==> src/rtl/mul_arbiter.sv <==
// mul_arbiter
// Round-robin controller sharing one registered multiplier stage among four
// requesters. A winner is picked in IDLE, its operand pair is latched into the
// multiplier operand buffer, the fixed multiplier latency is counted down in
// WAIT, and the product is returned tagged with the requester index in RESP.
// Only one operation is in flight at a time.
//
// Parameters:
//   Size    - operand / product width in bits
//   Latency - cycles from mul_start high to mul_p valid (legal range 1..15)
//
// Ports:
//   clk        - clock, rising edge
//   rst_async  - asynchronous active-high reset
//   req        - request per requester, bit i = requester i
//   a_in/b_in  - operands; requester i drives bits [i*Size +: Size]
//   gnt        - one-hot pulse: operands of requester i captured
//   mul_d1/d2  - registered operands to the shared multiplier
//   mul_start  - pulse: mul_d1/mul_d2 newly valid
//   mul_p      - product from the shared multiplier
//   res        - returned product (held until the next result)
//   res_id     - index of the requester owning res
//   res_valid  - pulse: res/res_id valid
//   busy       - high whenever the controller is not in IDLE
module mul_arbiter #(
  parameter int Size    = 8,
  parameter int Latency = 2
) (
  input  logic              clk,
  input  logic              rst_async,
  input  logic [3:0]        req,
  input  logic [4*Size-1:0] a_in,
  input  logic [4*Size-1:0] b_in,
  output logic [3:0]        gnt,
  output logic [Size-1:0]   mul_d1,
  output logic [Size-1:0]   mul_d2,
  output logic              mul_start,
  input  logic [Size-1:0]   mul_p,
  output logic [Size-1:0]   res,
  output logic [1:0]        res_id,
  output logic              res_valid,
  output logic              busy
);

  // Latency is at most 15, so four bits of down-counter suffice.
  localparam int CntW = 4;

  typedef enum logic [1:0] {
    IDLE = 2'd0,
    WAIT = 2'd1,
    RESP = 2'd2
  } state_t;

  state_t            state, state_nxt;
  logic [1:0]        ptr, ptr_nxt;
  logic [1:0]        id_reg, id_nxt;
  logic [CntW-1:0]   cnt, cnt_nxt;
  logic [3:0]        gnt_nxt;
  logic [Size-1:0]   mul_d1_nxt, mul_d2_nxt, res_nxt;
  logic [1:0]        res_id_nxt;
  logic              mul_start_nxt, res_valid_nxt, busy_nxt;

  // Round-robin winner: first set request bit scanning ptr, ptr+1, ... mod 4.
  // The 2-bit scan index wraps naturally.
  logic       win_found;
  logic [1:0] win;
  logic [1:0] scan;

  always_comb begin
    win_found = 1'b0;
    win       = '0;
    scan      = '0;
    for (int k = 0; k < 4; k++) begin
      scan = ptr + 2'(k);
      if (!win_found && req[scan]) begin
        win_found = 1'b1;
        win       = scan;
      end
    end
  end

  // Next-state and next-output logic.
  always_comb begin
    // NOTE: every signal gets a default before the case statement so no path
    // leaves it unassigned; otherwise synthesis infers a latch.
    state_nxt     = state;
    ptr_nxt       = ptr;
    id_nxt        = id_reg;
    cnt_nxt       = cnt;
    mul_d1_nxt    = mul_d1;
    mul_d2_nxt    = mul_d2;
    res_nxt       = res;
    res_id_nxt    = res_id;
    gnt_nxt       = '0;
    mul_start_nxt = 1'b0;
    res_valid_nxt = 1'b0;

    unique case (state)
      IDLE: begin
        if (win_found) begin
          mul_d1_nxt    = a_in[int'(win)*Size +: Size];
          mul_d2_nxt    = b_in[int'(win)*Size +: Size];
          gnt_nxt       = 4'(1) << win;
          mul_start_nxt = 1'b1;
          id_nxt        = win;
          ptr_nxt       = win + 2'd1;
          cnt_nxt       = CntW'(Latency);
          state_nxt     = WAIT;
        end
      end
      WAIT: begin
        // gnt/mul_start fall back to their zero defaults after the first
        // WAIT cycle; the product is sampled when the count reaches one.
        cnt_nxt = cnt - 4'd1;
        if (cnt == 4'd1) begin
          res_nxt       = mul_p;
          res_id_nxt    = id_reg;
          res_valid_nxt = 1'b1;
          state_nxt     = RESP;
        end
      end
      RESP: begin
        state_nxt = IDLE;
      end
      default: begin
        state_nxt = IDLE;
      end
    endcase

    busy_nxt = (state_nxt != IDLE);
  end

  // State and output registers.
  always_ff @(posedge clk or posedge rst_async) begin
    if (rst_async) begin
      state     <= IDLE;
      ptr       <= '0;
      id_reg    <= '0;
      cnt       <= '0;
      gnt       <= '0;
      mul_d1    <= '0;
      mul_d2    <= '0;
      mul_start <= 1'b0;
      res       <= '0;
      res_id    <= '0;
      res_valid <= 1'b0;
      busy      <= 1'b0;
    end else begin
      // NOTE: non-blocking assignments so every register samples the values
      // from before this edge, independent of statement order.
      state     <= state_nxt;
      ptr       <= ptr_nxt;
      id_reg    <= id_nxt;
      cnt       <= cnt_nxt;
      gnt       <= gnt_nxt;
      mul_d1    <= mul_d1_nxt;
      mul_d2    <= mul_d2_nxt;
      mul_start <= mul_start_nxt;
      res       <= res_nxt;
      res_id    <= res_id_nxt;
      res_valid <= res_valid_nxt;
      busy      <= busy_nxt;
    end
  end

endmodule

==> config.mk <==
export PLATFORM = sky130hd
export DESIGN_NAME = mul_arbiter
export DESIGN_NICKNAME = d
export VERILOG_FILES = /design/src/rtl/mul_arbiter.sv
export SDC_FILE = /design/constraint.sdc
export NUM_CORES = 1
export LEC_CHECK = 0
export BUFFER_PORTS_ARGS = -buffer_cell sky130_fd_sc_hd__buf_2
export CAP_MARGIN = 20
export CELL_PAD_IN_SITES_DETAIL_PLACEMENT = 0
export CELL_PAD_IN_SITES_GLOBAL_PLACEMENT = 2
export CORE_ASPECT_RATIO = 0.9
export CORE_MARGIN = 1
export CORE_UTILIZATION = 29
export DETAILED_ROUTE_END_ITERATION = 10
export PLACE_DENSITY = 0.81
export SKIP_CTS_REPAIR_TIMING = 1
export SYNTH_ARGS = -nofsm -noshare
export SYNTH_HDL_FRONTEND = slang
export SYNTH_SLANG_ARGS = --single-unit
==> constraint.sdc <==
create_clock -name clk -period 4.3 [get_ports clk]
set_clock_uncertainty 0.1 [all_clocks]
set_input_delay 0.645 -clock clk [delete_from_list [all_inputs] [get_ports clk]]
set_output_delay 0.645 -clock clk [all_outputs]
set_load 0.01 [all_outputs]
==> impl_results.html <==
<table>
<tr><th>Metric</th><th>Value</th></tr>
<tr><th colspan="2">Floorplan</th></tr>
<tr><td>Count of boundary I/O pins</td><td>about 110</td></tr>
<tr><td>Floorplan Core Area</td><td>between 7000 and 8000 sq um</td></tr>
<tr><td>Horizontal die dimension</td><td>94.6 um</td></tr>
<tr><td>Area of the die</td><td>between 8000 and 9000 sq um</td></tr>
<tr><td>Y dimension of the die</td><td>roughly 85 um</td></tr>
<tr><td>Starting utilization of the core area</td><td>0.298</td></tr>
<tr><td># rows</td><td>30</td></tr>
<tr><th colspan="2">Synthesis</th></tr>
<tr><td>Number of different library cells in the post-synthesis netlist</td><td>35</td></tr>
<tr><td>EDFF count, synth</td><td>0</td></tr>
<tr><td>Flop and latch count out of synthesis</td><td>between 40 and 50</td></tr>
<tr><td>Mapped Area</td><td>between 2000 and 2500 sq um</td></tr>
<tr><td>Post-synth top area share</td><td>0.481</td></tr>
<tr><td>Cells taking the most area after synthesis</td><td>sky130_fd_sc_hd__dfrtp_1 48%, sky130_fd_sc_hd__mux2i_1 14%, sky130_fd_sc_hd__o221ai_1 6.3%</td></tr>
<tr><td>Sequential share of the synthesized area</td><td>0.481</td></tr>
<tr><td>Share of flip-flops with an asynchronous set or reset</td><td>1.00</td></tr>
<tr><td>YS warnings</td><td>0</td></tr>
<tr><td>Top cells by count, synth</td><td>43 x sky130_fd_sc_hd__dfrtp_1, 32 x sky130_fd_sc_hd__mux2i_1, 25 x sky130_fd_sc_hd__nand2_1</td></tr>
<tr><td>Most frequent cell after synthesis</td><td>sky130_fd_sc_hd__dfrtp_1</td></tr>
<tr><td>Avg Synthesized Cell Area</td><td>11.8 sq um</td></tr>
<tr><td>Net Count, Synth</td><td>approximately 270</td></tr>
<tr><td>Leading register cell type out of synthesis</td><td>sky130_fd_sc_hd__dfrtp_1</td></tr>
<tr><td>Post-synth top area cell</td><td>sky130_fd_sc_hd__dfrtp_1</td></tr>
<tr><td>Cells after synthesis</td><td>190</td></tr>
<tr><th colspan="2">Clocking</th></tr>
<tr><td>Worst-Skew Late Latency</td><td>around 0.29 ns</td></tr>
<tr><td>Max H-tree Level</td><td>2</td></tr>
<tr><td># clock sinks</td><td>43</td></tr>
<tr><td>Num CTS Buffers</td><td>5</td></tr>
<tr><td>Cell at the root of the clock tree</td><td>sky130_fd_sc_hd__clkbuf_8</td></tr>
<tr><td>Post-CTS clock slew at the launch and capture registers of the worst setup and hold paths</td><td>0.09 ns</td></tr>
<tr><td>TritonCTS clock tree</td><td>built</td></tr>
<tr><td>Clk buf depth</td><td>2</td></tr>
<tr><th colspan="2">Critical path</th></tr>
<tr><td>Slowest cell on crit path</td><td>sky130_fd_sc_hd__or3_1</td></tr>
<tr><td>Startpoint class of the critical path</td><td>input pin</td></tr>
<tr><td>Crit end category</td><td>flip-flop</td></tr>
<tr><td>Cell-by-cell listing of the critical path</td><td>buf_2 &gt; nor4_1 &gt; or3_1 &gt; clkinv_8 &gt; nand2_4 &gt; o221ai_1</td></tr>
<tr><td>Number of cells traversed by the worst register-to-register path</td><td>7</td></tr>
<tr><td>Type of the worst setup path</td><td>input pin to flip-flop</td></tr>
<tr><td>Critical path's largest stage delay</td><td>approximately 0.64 ns</td></tr>
<tr><td>Required time worst endpoint</td><td>4.36 ns</td></tr>
<tr><td>Data arrival time of the critical path</td><td>2.37 ns</td></tr>
<tr><td>Crit path max fanout</td><td>17</td></tr>
<tr><th colspan="2">Layout</th></tr>
<tr><td>Area added between synthesis and finish</td><td>32.4%</td></tr>
<tr><td>Post-Layout Inst Area</td><td>about 3000 sq um</td></tr>
<tr><td>Post-layout util</td><td>0.395</td></tr>
<tr><td>Top Registers</td><td>mul_d1 (8), mul_d2 (8), res (8)</td></tr>
<tr><td># nets final</td><td>384</td></tr>
<tr><td>Layout cell share with drive strength beyond 1</td><td>0.468</td></tr>
<tr><td>Total inserted antenna cells</td><td>0</td></tr>
<tr><th colspan="2">Timing</th></tr>
<tr><td>Final count of negative-setup-slack endpoints</td><td>0</td></tr>
<tr><td>Number of failing hold endpoints at the final stage</td><td>0</td></tr>
<tr><td>Unrepaired setup endpoints after global routing</td><td>false</td></tr>
<tr><td>Count of final max-slew check failures</td><td>0</td></tr>
<tr><td>Peak Freq</td><td>between 0.4 and 0.5 GHz</td></tr>
<tr><td>Tightest slew margin relative to the limit</td><td>0.394</td></tr>
<tr><td>Setup WS post-layout</td><td>between 1.5 and 2 ns</td></tr>
<tr><td>Min Clock Period, post-route</td><td>~2.3 ns</td></tr>
<tr><td>Aggregate negative setup slack</td><td>0 ns</td></tr>
<tr><td>Worst-Margin Slew</td><td>about 0.91 ns</td></tr>
<tr><td>Final worst path period share</td><td>0.537</td></tr>
<tr><th colspan="2">Placement</th></tr>
<tr><td>Setup Slack @ Placement</td><td>about 1.3 ns</td></tr>
<tr><td>Area after detailed placement</td><td>around 2800 sq um</td></tr>
<tr><td>I/O Buffers</td><td>110</td></tr>
<tr><td>Detailed placement HPWL</td><td>around 3800 um</td></tr>
<tr><td>Placer's final routability congestion estimate</td><td>about 0.7</td></tr>
<tr><th colspan="2">Global routing</th></tr>
<tr><td>Global-route wire length before repair</td><td>~8300 um</td></tr>
<tr><td>Via count of the first global-routing pass</td><td>between 1500 and 2000</td></tr>
<tr><td>GRT Util Overall</td><td>0.131</td></tr>
<tr><td>Leftover overflow at the end of global routing</td><td>0</td></tr>
<tr><td>Largest net degree at the start of global routing</td><td>44</td></tr>
<tr><td>Number of antenna violations at the first check in global routing</td><td>0</td></tr>
<tr><th colspan="2">Routing</th></tr>
<tr><td>Aggregate routed wire length</td><td>around 5000 um</td></tr>
<tr><td>First-pass iteration count of the detailed router</td><td>6</td></tr>
<tr><td>Drt via density</td><td>between 4 and 5</td></tr>
<tr><td>Routed Antenna Nets</td><td>0</td></tr>
<tr><td>Final routed DRC violation total</td><td>0</td></tr>
<tr><td>DR vias</td><td>approximately 1800</td></tr>
<tr><td>Number of DRC markers in iteration 0</td><td>64</td></tr>
<tr><td>Detailed-route wire length per cell</td><td>12.9 um</td></tr>
<tr><th colspan="2">Min path</th></tr>
<tr><td>Number of stages on the worst hold path</td><td>2</td></tr>
<tr><td>Type of the tightest min-delay check</td><td>flip-flop to flip-flop</td></tr>
<tr><th colspan="2">Run status</th></tr>
<tr><td>Result of the run</td><td>complete, no violations</td></tr>
<tr><th colspan="2">Pwr</th></tr>
<tr><td>Static leakage</td><td>roughly 1.6 nW</td></tr>
<tr><td>PD cells</td><td>657 nW/um^2</td></tr>
<tr><td>Tot Pwr</td><td>between 1.5 and 2 mW</td></tr>
<tr><td>VDD IR-drop max</td><td>221 uV</td></tr>
<tr><th colspan="2">Job</th></tr>
<tr><td>Max-capacitance violation count</td><td>0</td></tr>
</table>
==> where the power goes <==
part	leakage, nW	switching, mW	internal (mW)
combinational	1.04	0.501	0.426
clock	0.0612	0.139	0.188
sequential	0.529	0.102	0.589
total	1.63	0.743	1.20
==> routing by layer <==
layer,track usage,part of all wire,vias up
met5,0,0,-
met4,0.0344,0.0070,0
met3,0.0403,0.063,5
met2,0.206,0.47,62
met1,0.174,0.46,882
li1,-,-,894
==> worst paths after layout <==
check | end | slack, ns | startpoint
setup / recovery | mul_d1[7] | 1.99 | req[3]
hold / removal | mul_d1[0] | 0.38 | mul_d1[0]
setup reg to reg | mul_d1[7] | 2.22 | ptr[0]
hold reg to reg | mul_d1[0] | 0.38 | mul_d1[0]
max in group asynchronous | ptr[1] | 3.09 | rst_async
min in group asynchronous | res[4] | 0.44 | rst_async
==> area by class of cell <==
type / instances / area, sq um
sequential: 43 / 1080
fill: 767 / 4540
timing repair buffer: 113 / 586
inverter: 11 / 53.8
tap: 96 / 120
clock buffer: 6 / 82.6
multi-input combinational: 126 / 1010
clock inverter: 2 / 35.0
==> cell families after synthesis <==
family | synth area share
DFF | 0.481
xor gates and xnor gates | 0.00391
AOI/OAI and AO/OA | 0.106
and+or+nand+nor | 0.108
muxes | 0.193
adders and majority gates | 0.0335
buffers and inverters | 0.0749
==> per-stage QoR <==
step / std cells / hold WS [ns]
final: 397 / 0.384
after CTS: 396 / 0.388
after detailed placement: 388 / 0.367
after floorplan: 190 / 0.342
after global routing: 397 / 0.412
after global placement: 388 / 0.362
==> placed cells by master (no fill, tap or decap), drive strengths merged, types with 2 or more instances in the layout <==
| cell | n |
|---|---|
| a21oi | 5 |
| and2 | 4 |
| buf | 113 |
| clkbuf | 6 |
| clkinv | 2 |
| dfrtp | 43 |
| ha | 6 |
| inv | 10 |
| mux2 | 10 |
| mux2i | 32 |
| nand2 | 27 |
| nor2 | 6 |
| nor2b | 2 |
| nor4 | 2 |
| o21ai | 3 |
| o221ai | 16 |
==> critical path: cells and delay by family <==
kind            cells  cell delay [ns]
compound gates      1             0.17
buf+inv             2             0.30
simple gates        3             1.24
Note: power is estimated with default switching activity, not from simulation.
